File: src/rtl/spi_reg_bridge.sv
// spi_reg_bridge: decodes SPI command bytes and drives a single-cycle register bus.
// Write mode stores bytes at an auto-incrementing address. Read mode prefetches
// register bytes into the slave transmit path. Each transaction end preloads a
// status byte (completed-transaction count) for the next transaction's first MISO byte.
module spi_reg_bridge #(
  parameter int ADDR_W = 7,
  parameter int DATA_W = 8
) (
  input  logic              CLK_40,
  input  logic              reset,
  input  logic [DATA_W-1:0] rx_data,
  input  logic              rx_data_strobe,
  input  logic              rx_start,
  input  logic              rx_end_strobe,
  output logic [DATA_W-1:0] tx_data,
  output logic              tx_data_strobe,
  output logic [ADDR_W-1:0] reg_addr,
  output logic [DATA_W-1:0] reg_wdata,
  output logic              reg_we,
  output logic              reg_re,
  input  logic [DATA_W-1:0] reg_rdata,
  output logic              busy,
  output logic [7:0]        txn_count
);

  typedef enum logic [1:0] {IDLE, WRITE, READ} state_t;

  localparam logic [ADDR_W-1:0] ADDR_STEP = ADDR_W'(1);

  state_t            state;
  logic [ADDR_W-1:0] addr;
  logic              we_q;
  logic              re_q;
  logic              rd_phase;
  logic              stat_load;
  logic              rst_d;
  logic [DATA_W-1:0] tx_q;

  logic              byte_ok;
  logic              is_cmd;
  logic              cmd_write;
  logic [ADDR_W-1:0] cmd_addr;
  logic [7:0]        count_next;

  // Byte qualification and command decode; an end strobe discards a coincident byte.
  always_comb begin
    byte_ok    = rx_data_strobe & ~rx_end_strobe;
    is_cmd     = byte_ok & rx_start;
    cmd_write  = rx_data[DATA_W-1];
    cmd_addr   = rx_data[ADDR_W-1:0];
    count_next = (state != IDLE) ? txn_count + 8'd1 : txn_count;
  end

  // A request queued by the previous byte is suppressed if the transaction ends
  // in its issue cycle, so it never reaches the bus.
  assign reg_we = we_q & ~rx_end_strobe;
  assign reg_re = re_q & ~rx_end_strobe;

  // Read data is forwarded from reg_rdata in its landing cycle (it arrives one
  // cycle after reg_re), then held in tx_q until the next load.
  assign tx_data_strobe = stat_load | rd_phase;
  assign tx_data        = rd_phase ? reg_rdata : tx_q;
  assign busy           = (state != IDLE);

  // Transaction FSM, address counter, bus request and transmit-load registers.
  always_ff @(posedge CLK_40) begin
    if (reset) begin
      state     <= IDLE;
      addr      <= '0;
      txn_count <= '0;
      we_q      <= 1'b0;
      re_q      <= 1'b0;
      reg_addr  <= '0;
      reg_wdata <= '0;
      tx_q      <= '0;
      stat_load <= 1'b0;
      rd_phase  <= 1'b0;
      rst_d     <= 1'b1;
    end else begin
      rst_d     <= 1'b0;
      we_q      <= 1'b0;
      re_q      <= 1'b0;
      stat_load <= 1'b0;
      rd_phase  <= reg_re;
      if (rd_phase) begin
        tx_q <= reg_rdata;
      end
      if (rst_d) begin
        stat_load <= 1'b1;
        tx_q      <= '0;
      end
      if (rx_end_strobe) begin
        state     <= IDLE;
        txn_count <= count_next;
        tx_q      <= count_next;
        stat_load <= 1'b1;
      end else if (is_cmd) begin
        if (cmd_write) begin
          state <= WRITE;
          addr  <= cmd_addr;
        end else begin
          state    <= READ;
          re_q     <= 1'b1;
          reg_addr <= cmd_addr;
          addr     <= cmd_addr + ADDR_STEP;
        end
      end else if (byte_ok) begin
        case (state)
          WRITE: begin
            we_q      <= 1'b1;
            reg_addr  <= addr;
            reg_wdata <= rx_data;
            addr      <= addr + ADDR_STEP;
          end
          READ: begin
            re_q     <= 1'b1;
            reg_addr <= addr;
            addr     <= addr + ADDR_STEP;
          end
          default: ;
        endcase
      end
    end
  end

endmodule

File: config.mk
export PLATFORM = sky130hd
export DESIGN_NAME = spi_reg_bridge
export DESIGN_NICKNAME = d
export VERILOG_FILES = /design/src/rtl/spi_reg_bridge.sv
export SDC_FILE = /design/constraint.sdc
export NUM_CORES = 1
export LEC_CHECK = 0
export BUFFER_PORTS_ARGS = -buffer_cell sky130_fd_sc_hd__buf_4
export CAP_MARGIN = 20
export CORE_MARGIN = 3
export CORE_UTILIZATION = 50
export CTS_CLUSTER_SIZE = 16
export DETAILED_ROUTE_END_ITERATION = 7
export GPL_TIMING_DRIVEN = 1
export PLACE_DENSITY = 0.8
export RECOVER_POWER = 100
export SYNTH_ARGS = -nofsm -noshare
export SYNTH_HDL_FRONTEND = slang
export SYNTH_SLANG_ARGS = --single-unit
File: constraint.sdc
create_clock -name CLK_40 -period 2 [get_ports CLK_40]
set_input_delay 0.1 -clock CLK_40 [delete_from_list [all_inputs] [get_ports CLK_40]]
set_output_delay 0.1 -clock CLK_40 [all_outputs]
set_load 0.01 [all_outputs]
[Word level (Yosys, flattened, before mapping)]
Index checks and enable logic that the tools add are counted.
Storage, ports and cells
  bits in latches: 0
  bits in read-only memories: 0
  memories kept: 0
  input port bits: 21
  flip-flop bits (word level): 45
  memory bits (writable): 0
Cells by class
  shifts and indexed selects: 0
  add/sub/neg operators: 3
  div/mod/pow operators: 0
  bitwise operators: 8
  equal/unequal tests: 3
  order comparisons: 0
  reduce and logical (&&, ||, !) cells: 9
  $mul: 0
  muxes and demuxes: 21
Operators by type and width (count)
  7-bit 2-to-1 mux: 8
  8-bit 2-to-1 mux: 4
  7-bit by 1-bit adder with 7-bit output, second input constant: 2
  8-bit by 1-bit adder with 8-bit output, second input constant: 1
  1-bit 2-to-1 mux: 8
  4-bit AND reduction: 2
  2-bit nonzero test: 3
  1-bit bitwise AND: 4
  2-bit OR reduction: 2
  4-bit OR reduction: 1
  1-bit inverter: 3
  3-bit AND reduction: 1
  2-bit by 1-bit == test with 1-bit output, second input constant: 1
  2-bit == test, second input constant: 1
  2-bit 2-to-1 mux: 1
  2-bit inequality test, second input constant: 1
  1-bit bitwise OR: 1

[Logic depth before layout (Yosys ltp)]
Gate-level depths: netlist of run 1.
  depth after elaboration: 5
  mapped depth: 7
  gate-level depth less buffers: 6

[Worst setup path after synthesis of run 1]
OpenSTA, ideal clock, no wires.
  path kind: reg-to-reg
  start: register state[0]
  end: register tx_q[5]
  stages on the path, launching flop included: 8
  clock period less this slack: 1.599 ns
  setup slack: 0.401 ns
  data arrival time: 1.513 ns
  buffers on the path: 1
  setup time: 0.086 ns
  cells stage by stage: dfxtp_1 > inv_1 > ha_1 > clkbuf_2 > and4b_1 > and3_1 > xnor2_1 > a211oi_1
Between the ends
  longest elaborated chain between the ends: 3
Ends and longest elaborated chain
  start, declared: RTL line 30  | state_t state;
  start signal, assigned: RTL line 68  | state <= IDLE;
  start signal, assigned: RTL line 93  | state <= IDLE;
  start signal, assigned: RTL line 99  | state <= WRITE;
  2-bit nonzero test: RTL line 51  | count_next = (state != IDLE) ? txn_count + 8'd1 : txn_count;
  8-bit 2-to-1 mux: RTL line 51
  8-bit 2-to-1 mux: RTL line 92  | if (rx_end_strobe) begin
  end signal, assigned: RTL line 86  | tx_q <= reg_rdata;
  end signal, assigned: RTL line 95  | tx_q <= count_next;
  end, declared: RTL line 37  | logic [DATA_W-1:0] tx_q;
Every way passes these cells.
A chain may end at the register's enable or synchronous reset.

[Final worst setup path of run 1]
  start: register state[0]
  end: register addr[2]
Between the ends
  longest elaborated chain between the ends: 4
  elaborated cells on any way between the ends: 5
Ends and longest elaborated chain
  2-bit == test or 2-bit by 1-bit == test with 1-bit output (tied branches): RTL line 108  | case (state)
  2-bit OR reduction (no line) *
  2-bit nonzero test (no line) *
  3-bit AND reduction (no line) *
  end signal, assigned: RTL line 105  | addr <= cmd_addr + ADDR_STEP;
  end signal, assigned: RTL line 113  | addr <= addr + ADDR_STEP;
  end signal, assigned: RTL line 118  | addr <= addr + ADDR_STEP;
  end, declared: RTL line 31  | logic [ADDR_W-1:0] addr;
Every way passes the cells marked *; elsewhere a longest branch is shown, timed or not.

==> flow_metrics.py, run 1 <==
metrics = {
    "setup_path": {
        "cp-end-kind": "flip-flop",
        "cp_slowest_stage_delay_ns": 0.38,
        "cpMostUsedCell": "nor2_1",
        "worst_ep_required_time_ns": 2.19,
        "critPathLaunchType": "flip-flop",
        "cp_slowest_cell": "ha_1",
        "worst_ep_arrival_time_ns": 2.00,
        "critPathKind": "flip-flop to flip-flop",
        "worst-path-max-fanout": 7,
        "critical_path.cell_chain": "inv_1 > ha_1 > nor2_1 > nor2_1 > o21ai_0 > a221oi_1",
    },
    "synthesis": {
        "synthArstFlopShare_pct": 0,
        "synth_cell_type_count": 44,
        "syn_area_per_cell_sq_um": 8.36,
        "netlist_instances": 272,
        "synth.area.top_cells": "dfxtp_1 40%, nand2_1 6.8%, nor2_1 5.1%, mux2_2 4.0%, xnor2_1 3.9%",
        "synth-edff-count": 0,
        "netlist_top_cells_count": "45 x dfxtp_1, 41 x nand2_1, 31 x nor2_1, 16 x a21oi_1",
        "ys_seq_area_share_pct": 39.6,
        "yosysTopAreaCellShare_pct": 39.6,
        "yosysMostFrequentCell": "dfxtp_1",
        "syn_area_sq_mm": 0.00227,
        "yosysWarnings": 0,
        "ys_ff_latch": 45,
        "synth_area_leader_cell": "dfxtp_1",
        "synthFlopType": "dfxtp_1",
        "syn-num-nets": 299,
    },
    "grt": {
        "grt_max_degree": 48,
        "grt_pass1_vias": 1790,
        "overflow": 0,
        "grt_pass1_wl_um": 8240,
        "grtUsageTotal_pct": 19.1,
        "antenna_found_initial": 0,
    },
    "floorplan": {
        "die_y_um": 73.4,
        "core_region_area_sq_mm": 0.00420,
        "dieArea_sq_mm": 0.00539,
        "ios": 56,
        "initial_utilization_pct": 54.1,
        "std_cell_rows": 23,
        "die_width_um": 73.4,
    },
    "routing": {
        "drc": 0,
        "ant_nets": 0,
        "wire_per_inst_um": 13.6,
        "drt_iter0_drc": 133,
        "routed_wl_um": 4980,
        "first_pass_iters": 4,
        "viasPerCell": 5.43,
        "num_vias": 1991,
    },
    "sta": {
        "relSlewSlack_pct": 32.8,
        "finalSetupTns_ns": 0,
        "setup_viol": 0,
        "finClkSkew_ns": 0.00409,
        "rsz0062_at_grt": "false",
        "fmax_mhz": 553,
        "final_max_slew_viol_count": 0,
        "fin_crit_sh_pct": 90.4,
        "hold_viol": 0,
        "fin_crit_ns": 1.81,
        "max_slew.worst_pin.slew_ns": 1.01,
        "setup_ws_ns": 0.192,
    },
    "pwr": {
        "power_density_mw_per_mm2": 615,
        "vdd_drop_max_mv": 0.362,
        "leakagePower_nw": 0.981,
    },
    "worst_hold_path": {
        "min_path_type": "input pin to flip-flop",
    },
    "clocking": {
        "clkLatencyLatePin_ns": 0.29,
        "clk_pin_slew_ns": 0.08,
        "ctsResizeCount": 0,
        "postCtsSetupRepairBufs": 0,
        "cts_hold_buf": 0,
        "root_buffer": "clkbuf_8",
        "cts_tree": "yes",
        "numCtsBuffers": 5,
        "htree_levels": 2,
        "clock-sinks": 45,
        "clk_path_buf_depth": 2,
    },
    "final_layout": {
        "nFillCells": 407,
        "drive_above_1_share_pct": 12.3,
        "num_antenna_cells": 0,
        "fin_cells": 367,
        "syn_to_final_growth_pct": 15.2,
        "fin_nets": 345,
    },
    "placed_design": {
        "gp_congestion": 0.934,
        "place_ws_ns": 0.291,
        "hpwlAfterDp_um": 3580,
        "io_buffers": 55,
        "dp.cells": 361,
    },
    "run": {
        "drv_cap": 0,
    },
    "run_status": {
        "status": "completed",
    },
}
## worst max-delay path: cells and delay by family, from the launching register on
kind,cells,cell delay (ns)
buffers and inverters,1,0.07
adder cells (fa/ha/maj),1,0.38
AND/OR/NAND/NOR,2,0.45
flip-flops,1,0.37
AO/OA/AOI/OAI,2,0.43
## metrics by stage
step                      instance area, sq um  power (mW)  utilization [%]  hold slack, ns
after floorplan                           2270        1.05                -           0.128
after global placement                    2670        1.13             63.6           0.381
after detailed placement                  2670        1.13             63.6           0.389
after CTS                                 2750        1.63             65.4          0.0670
after global routing                      2620        1.67             62.4          0.0888
final                                     2620        1.61             62.4          0.0704
## power by group
part           internal [mW]  switching, mW  leakage [nW]
Combinational         0.0717          0.101         0.577
Clock                  0.230          0.285        0.0399
Sequential             0.913         0.0113         0.365
## layer usage
layer  vias to the layer above  GRT usage (%)  wire length, um
met4                         0           4.63               32
met5                         -              0                0
met1                       896           27.4             2360
met3                         3           4.24              309
li1                       1037              -                -
met2                        55           29.1             2280
## kinds of logic (layout without fill, tap and decap cells)
family	after synthesis	after routing	share of synthesized area (%)
compound gates	53	53	16.0
buf+inv	26	71	5.28
fa+ha+maj	6	6	3.30
simple gates	114	114	23.9
mux	12	12	5.72
flops	45	45	39.6
xor+xnor	16	16	6.16
## final cells by class
| cell class | instances | area [sq um] | share of cell area (%) |
|---|---|---|---|
| Clock inverter | 1 | 5.00 | 0.191 |
| Multi-Input combinational cell | 201 | 1250 | 47.7 |
| Timing Repair Buffer | 57 | 303 | 11.6 |
| Clock buffer | 5 | 68.8 | 2.63 |
| Tap cell | 50 | 62.6 | 2.39 |
| Sequential cell | 45 | 901 | 34.4 |
| Inverter | 8 | 30.0 | 1.15 |
## flip-flops by register name, indices dropped and copies added, names as in the netlist, 2 cells and up
register   flops
reg_wdata      8
tx_q           8
txn_count      8
addr           7
reg_addr       7
state          2
## cells in the final DEF (no fill, tap or decap), drive strengths merged
cell and n:
dfxtp 45, nand2 41, clkbuf 39, nor2 32, buf 23, a21oi 16
o21ai 10, xnor2 10, inv 8, mux2 8, nor3 7, a311oi 7
nand4 6, xor2 6, ha 6, a211oi 5, nand2b 4, mux2i 4
nand3 4, a22oi 4, nor2b 3, and3 3, a31oi 3, o21a 3
nand3b 2, nor3b 2, and4b 2, and4 2, or2 1, and3b 1
and2 1, a311o 1, a41oi 1, nand4b 1, nor4b 1, nor4 1
a221oi 1, o211ai 1, a31o 1, clkinv 1
## path summary, 6_finish.rpt
| path | startpoint | end | slack (ns) | cells past startpoint |
|---|---|---|---|---|
| worst max register to register | state[0] | addr[2] | 0.19 | 6 |
| worst min-delay path | rx_data[6] | reg_wdata[6] | 0.07 | 3 |
| worst min register to register | reg_wdata[4] | reg_wdata[4] | 0.46 | 2 |
| worst max-delay path | state[0] | addr[2] | 0.19 | 6 |
(Power assumes the default switching activity.)
==> inputs of run 2 (changes only) <==
- ABC_AREA: not set -> 0
- HOLD_SLACK_MARGIN: not set -> 0.12
==> flow_metrics.py, run 2 (synthesized netlist as in run 1, its figures left out) <==
metrics = {
    "final_layout": {
        "fin_nets": 353,
        "drive_above_1_share_pct": 11.7,
        "final_util_pct": 64.2,
        "multiInputGateArea_sq_mm": 0.00125,
        "nFillCells": 391,
        "seq_area_sq_um": 901,
        "final_area_sq_mm": 0.00270,
        "layout_common_cells": "45 x dfxtp_1, 41 x nand2_1, 33 x clkbuf_1",
        "largest_registers": "reg_wdata (8), tx_q (8), txn_count (8)",
        "fin_cells": 375,
        "final_common_cell": "dfxtp_1",
        "num_antenna_cells": 0,
        "syn_to_final_growth_pct": 18.6,
    },
    "clocking": {
        "ctsResizeCount": 0,
        "root_buffer": "clkbuf_8",
        "cts_hold_buf": 8,
        "postCtsSetupRepairBufs": 0,
        "clk_pin_slew_ns": 0.08,
        "clkLatencyLatePin_ns": 0.29,
        "cts_tree": "yes",
        "htree_levels": 2,
        "numCtsBuffers": 5,
        "clk_path_buf_depth": 2,
        "clock-sinks": 45,
    },
    "placed_design": {
        "place_ws_ns": 0.291,
        "io_buffers": 55,
        "hpwlAfterDp_um": 3580,
        "dp.cells": 361,
        "gp_congestion": 0.934,
        "dpl_cell_area_sq_mm": 0.00267,
    },
    "setup_path": {
        "cp-end-kind": "flip-flop",
        "critPathKind": "flip-flop to flip-flop",
        "ff2ff_setup_slack_ns": 0.19,
        "critPathLaunchType": "flip-flop",
        "worst_ep_required_time_ns": 2.19,
        "worst_ep_arrival_time_ns": 2.00,
        "worst-path-max-fanout": 7,
    },
    "sta": {
        "hold_ws_ns": 0.170,
        "rsz0062_at_grt": "false",
        "relSlewSlack_pct": 32.7,
        "hold_viol": 0,
        "fin_crit_sh_pct": 90.5,
        "max_slew.worst_pin.slew_ns": 1.01,
        "finalSetupTns_ns": 0,
        "final_max_slew_viol_count": 0,
        "finClkSkew_ns": 0.00466,
        "setup_viol": 0,
        "fin_crit_ns": 1.81,
        "setup_ws_ns": 0.191,
        "fmax_mhz": 553,
    },
    "routing": {
        "num_vias": 2026,
        "drt_iter0_drc": 157,
        "routed_wl_um": 5080,
        "first_pass_iters": 4,
        "viasPerCell": 5.40,
        "wire_per_inst_um": 13.6,
        "drc": 0,
        "ant_nets": 0,
    },
    "worst_hold_path": {
        "min_path_type": "input pin to flip-flop",
    },
    "pwr": {
        "power_density_mw_per_mm2": 603,
        "vdd_drop_max_mv": 0.361,
        "fin_total_pwr_mw": 1.63,
        "leakagePower_nw": 1.01,
    },
    "grt": {
        "grtUsageTotal_pct": 19.5,
        "antenna_found_initial": 0,
        "grt_pass1_wl_um": 8440,
        "grt_max_degree": 48,
        "grt_pass1_vias": 1827,
        "overflow": 0,
    },
    "floorplan": {
        "std_cell_rows": 23,
        "die_y_um": 73.4,
        "dieArea_sq_mm": 0.00539,
        "core_region_area_sq_mm": 0.00420,
        "initial_utilization_pct": 54.1,
        "die_width_um": 73.4,
        "ios": 56,
    },
    "run": {
        "drv_cap": 0,
    },
    "run_status": {
        "status": "completed",
    },
}
-- run 2: changes by cell type in the layout (fill, tap and decap cells not counted) --
cell	previous run	this run
dlygate4sd3_1	0	8
clkbuf_1	32	33
buf_4	23	22
-- run 2: critical path: stages, from the launching register on --
cell and delay (ns):
dfxtp_1 0.37, inv_1 0.07, ha_1 0.38, nor2_1 0.12
nor2_1 0.33, o21ai_0 0.15, a221oi_1 0.28
-- run 2: path summary, 6_finish.rpt --
kind | startpoint | cells past startpoint | endpoint
min | reg_rdata[1] | 4 | tx_q[1]
min reg2reg | reg_wdata[4] | 2 | reg_wdata[4]
max | state[0] | 6 | addr[2]
max reg2reg | state[0] | 6 | addr[2]
-- run 2: final cells by class --
| cell class | instances | share of cell area [%] |
|---|---|---|
| Clock buffer | 5 | 2.55 |
| Clock inverter | 1 | 0.186 |
| Inverter | 8 | 1.11 |
| Multi-Input combinational cell | 201 | 46.4 |
| Sequential cell | 45 | 33.4 |
| Tap cell | 50 | 2.32 |
| Timing Repair Buffer | 65 | 14.1 |
-- run 2: report_power, final --
part	internal (mW)	switching (mW)	total, mW
Combinational	0.0809	0.104	0.185
Sequential	0.913	0.0112	0.924
Clock	0.230	0.287	0.517
Total	1.22	0.402	1.63
-- run 2: metal layers --
layer  part of all wire [%]  track usage [%]  vias up
li1                       -                -     1055
met2                     45             29.5       51
met5                      0                0        -
met1                     49             28.4      917
met4                   0.63             4.63        0
met3                    5.3             4.24        3
==> inputs of run 3 (changes only) <==
- clock period: 2 -> 2.1 ns (I/O delays scaled with it)
==> flow_metrics.py, run 3 (synthesized netlist as in run 1, its figures left out) <==
metrics = {
    "sta": {
        "finClkSkew_ns": 0.00843,
        "fin_crit_ns": 1.84,
        "fmax_mhz": 543,
        "rsz0062_at_grt": "false",
        "fin_crit_sh_pct": 87.7,
        "hold_ws_ns": 0.131,
        "final_max_slew_viol_count": 0,
        "setup_viol": 0,
        "max_slew.worst_pin.slew_ns": 1.02,
        "hold_viol": 0,
        "relSlewSlack_pct": 31.9,
        "finalSetupTns_ns": 0,
    },
    "placed_design": {
        "dpl_cell_area_sq_mm": 0.00266,
        "io_buffers": 55,
        "gp_congestion": 0.836,
        "hpwlAfterDp_um": 3670,
        "dp.cells": 359,
    },
    "routing": {
        "met3_length_um": 372,
        "m1WireLength_um": 2350,
        "viasPerCell": 5.53,
        "ant_nets": 0,
        "wl_met2_um": 2410,
        "first_pass_iters": 4,
        "drt_iter0_drc": 149,
        "routed_wl_um": 5210,
        "drc": 0,
        "num_vias": 2067,
        "wire_per_inst_um": 13.9,
        "top_layer": "met4",
    },
    "clocking": {
        "postCtsSetupRepairBufs": 0,
        "numCtsBuffers": 5,
        "clock-sinks": 45,
        "clk_path_buf_depth": 2,
        "cts_hold_buf": 7,
        "htree_levels": 2,
        "root_buffer": "clkbuf_8",
        "cts_tree": "yes",
        "clkLatencyLatePin_ns": 0.30,
        "clk_pin_slew_ns": 0.08,
        "ctsResizeCount": 0,
    },
    "pwr": {
        "leakagePower_nw": 1.01,
        "power_density_mw_per_mm2": 588,
        "vdd_drop_max_mv": 0.374,
    },
    "final_layout": {
        "fin_nets": 350,
        "fin_cells": 374,
        "final_area_sq_mm": 0.00269,
        "num_antenna_cells": 0,
        "syn_to_final_growth_pct": 18.5,
        "largest_registers": "reg_wdata (8), tx_q (8), txn_count (8)",
        "layout_common_cells": "45 x dfxtp_1, 41 x nand2_1, 32 x nor2_1",
        "drive_above_1_share_pct": 12.0,
        "final_common_cell": "dfxtp_1",
    },
    "floorplan": {
        "die_width_um": 73.4,
        "ios": 56,
        "initial_utilization_pct": 54.1,
        "std_cell_rows": 23,
        "die_y_um": 73.4,
        "core_region_area_sq_mm": 0.00420,
        "dieArea_sq_mm": 0.00539,
    },
    "setup_path": {
        "cp-end-kind": "flip-flop",
        "ff2ff_path_depth": 6,
        "worst-path-max-fanout": 7,
        "critPathLaunchType": "flip-flop",
        "critPathKind": "flip-flop to flip-flop",
        "worst_ep_required_time_ns": 2.30,
        "worst_ep_arrival_time_ns": 2.04,
    },
    "run_status": {
        "status": "completed",
    },
    "worst_hold_path": {
        "min_path_type": "input pin to flip-flop",
        "hold_path_depth": 3,
    },
    "grt": {
        "grt_pass1_vias": 1848,
        "grt_pass1_wl_um": 8480,
        "antenna_found_initial": 0,
        "grt_max_degree": 48,
        "overflow": 0,
        "grtUsageTotal_pct": 19.9,
    },
    "run": {
        "drv_cap": 0,
    },
}
run 3: worst paths after layout:
kind	startpoint	endpoint	slack, ns
worst min register to register	reg_wdata[4]	reg_wdata[4]	0.46
worst max-delay path	state[0]	addr[2]	0.26
worst min-delay path	rx_data[7]	reg_wdata[7]	0.13
worst max register to register	state[0]	addr[2]	0.26
run 3: critical path, cell delays in order (launching register included):
cell      delay [ns]
dfxtp_1         0.36
inv_1           0.07
ha_1            0.39
nor2_1          0.12
nor2_1          0.32
o21ai_0         0.17
a221oi_1        0.30
run 3: area by class of cell:
cell class | instances | area, sq um
Fill cell | 379 | 1510
Multi-Input combinational cell | 201 | 1250
Tap cell | 50 | 62.6
Timing Repair Buffer | 62 | 364
Clock buffer | 5 | 68.8
Sequential cell | 45 | 901
Inverter | 8 | 30.0
Clock inverter | 3 | 17.5
run 3: stage by stage:
stage / utilization, % / worst slack (ns) / total power [mW]
after floorplan: - / 0.501 / 1.00
after global placement: 63.3 / 0.363 / 1.07
after detailed placement: 63.3 / 0.297 / 1.07
after CTS: 67.0 / 0.273 / 1.61
after global routing: 64.1 / 0.0465 / 1.65
final: 64.1 / 0.257 / 1.58
run 3: layer usage:
metal	vias up	GRT usage, %
li1	1054	-
met1	938	26.9
met2	65	31.9
met3	10	4.24
met4	0	6.04
met5	-	0
run 3: where the power goes:
part | total, mW | switching, mW | internal (mW)
Sequential | 0.880 | 0.0108 | 0.869
Combinational | 0.174 | 0.0985 | 0.0754
Clock | 0.530 | 0.300 | 0.230
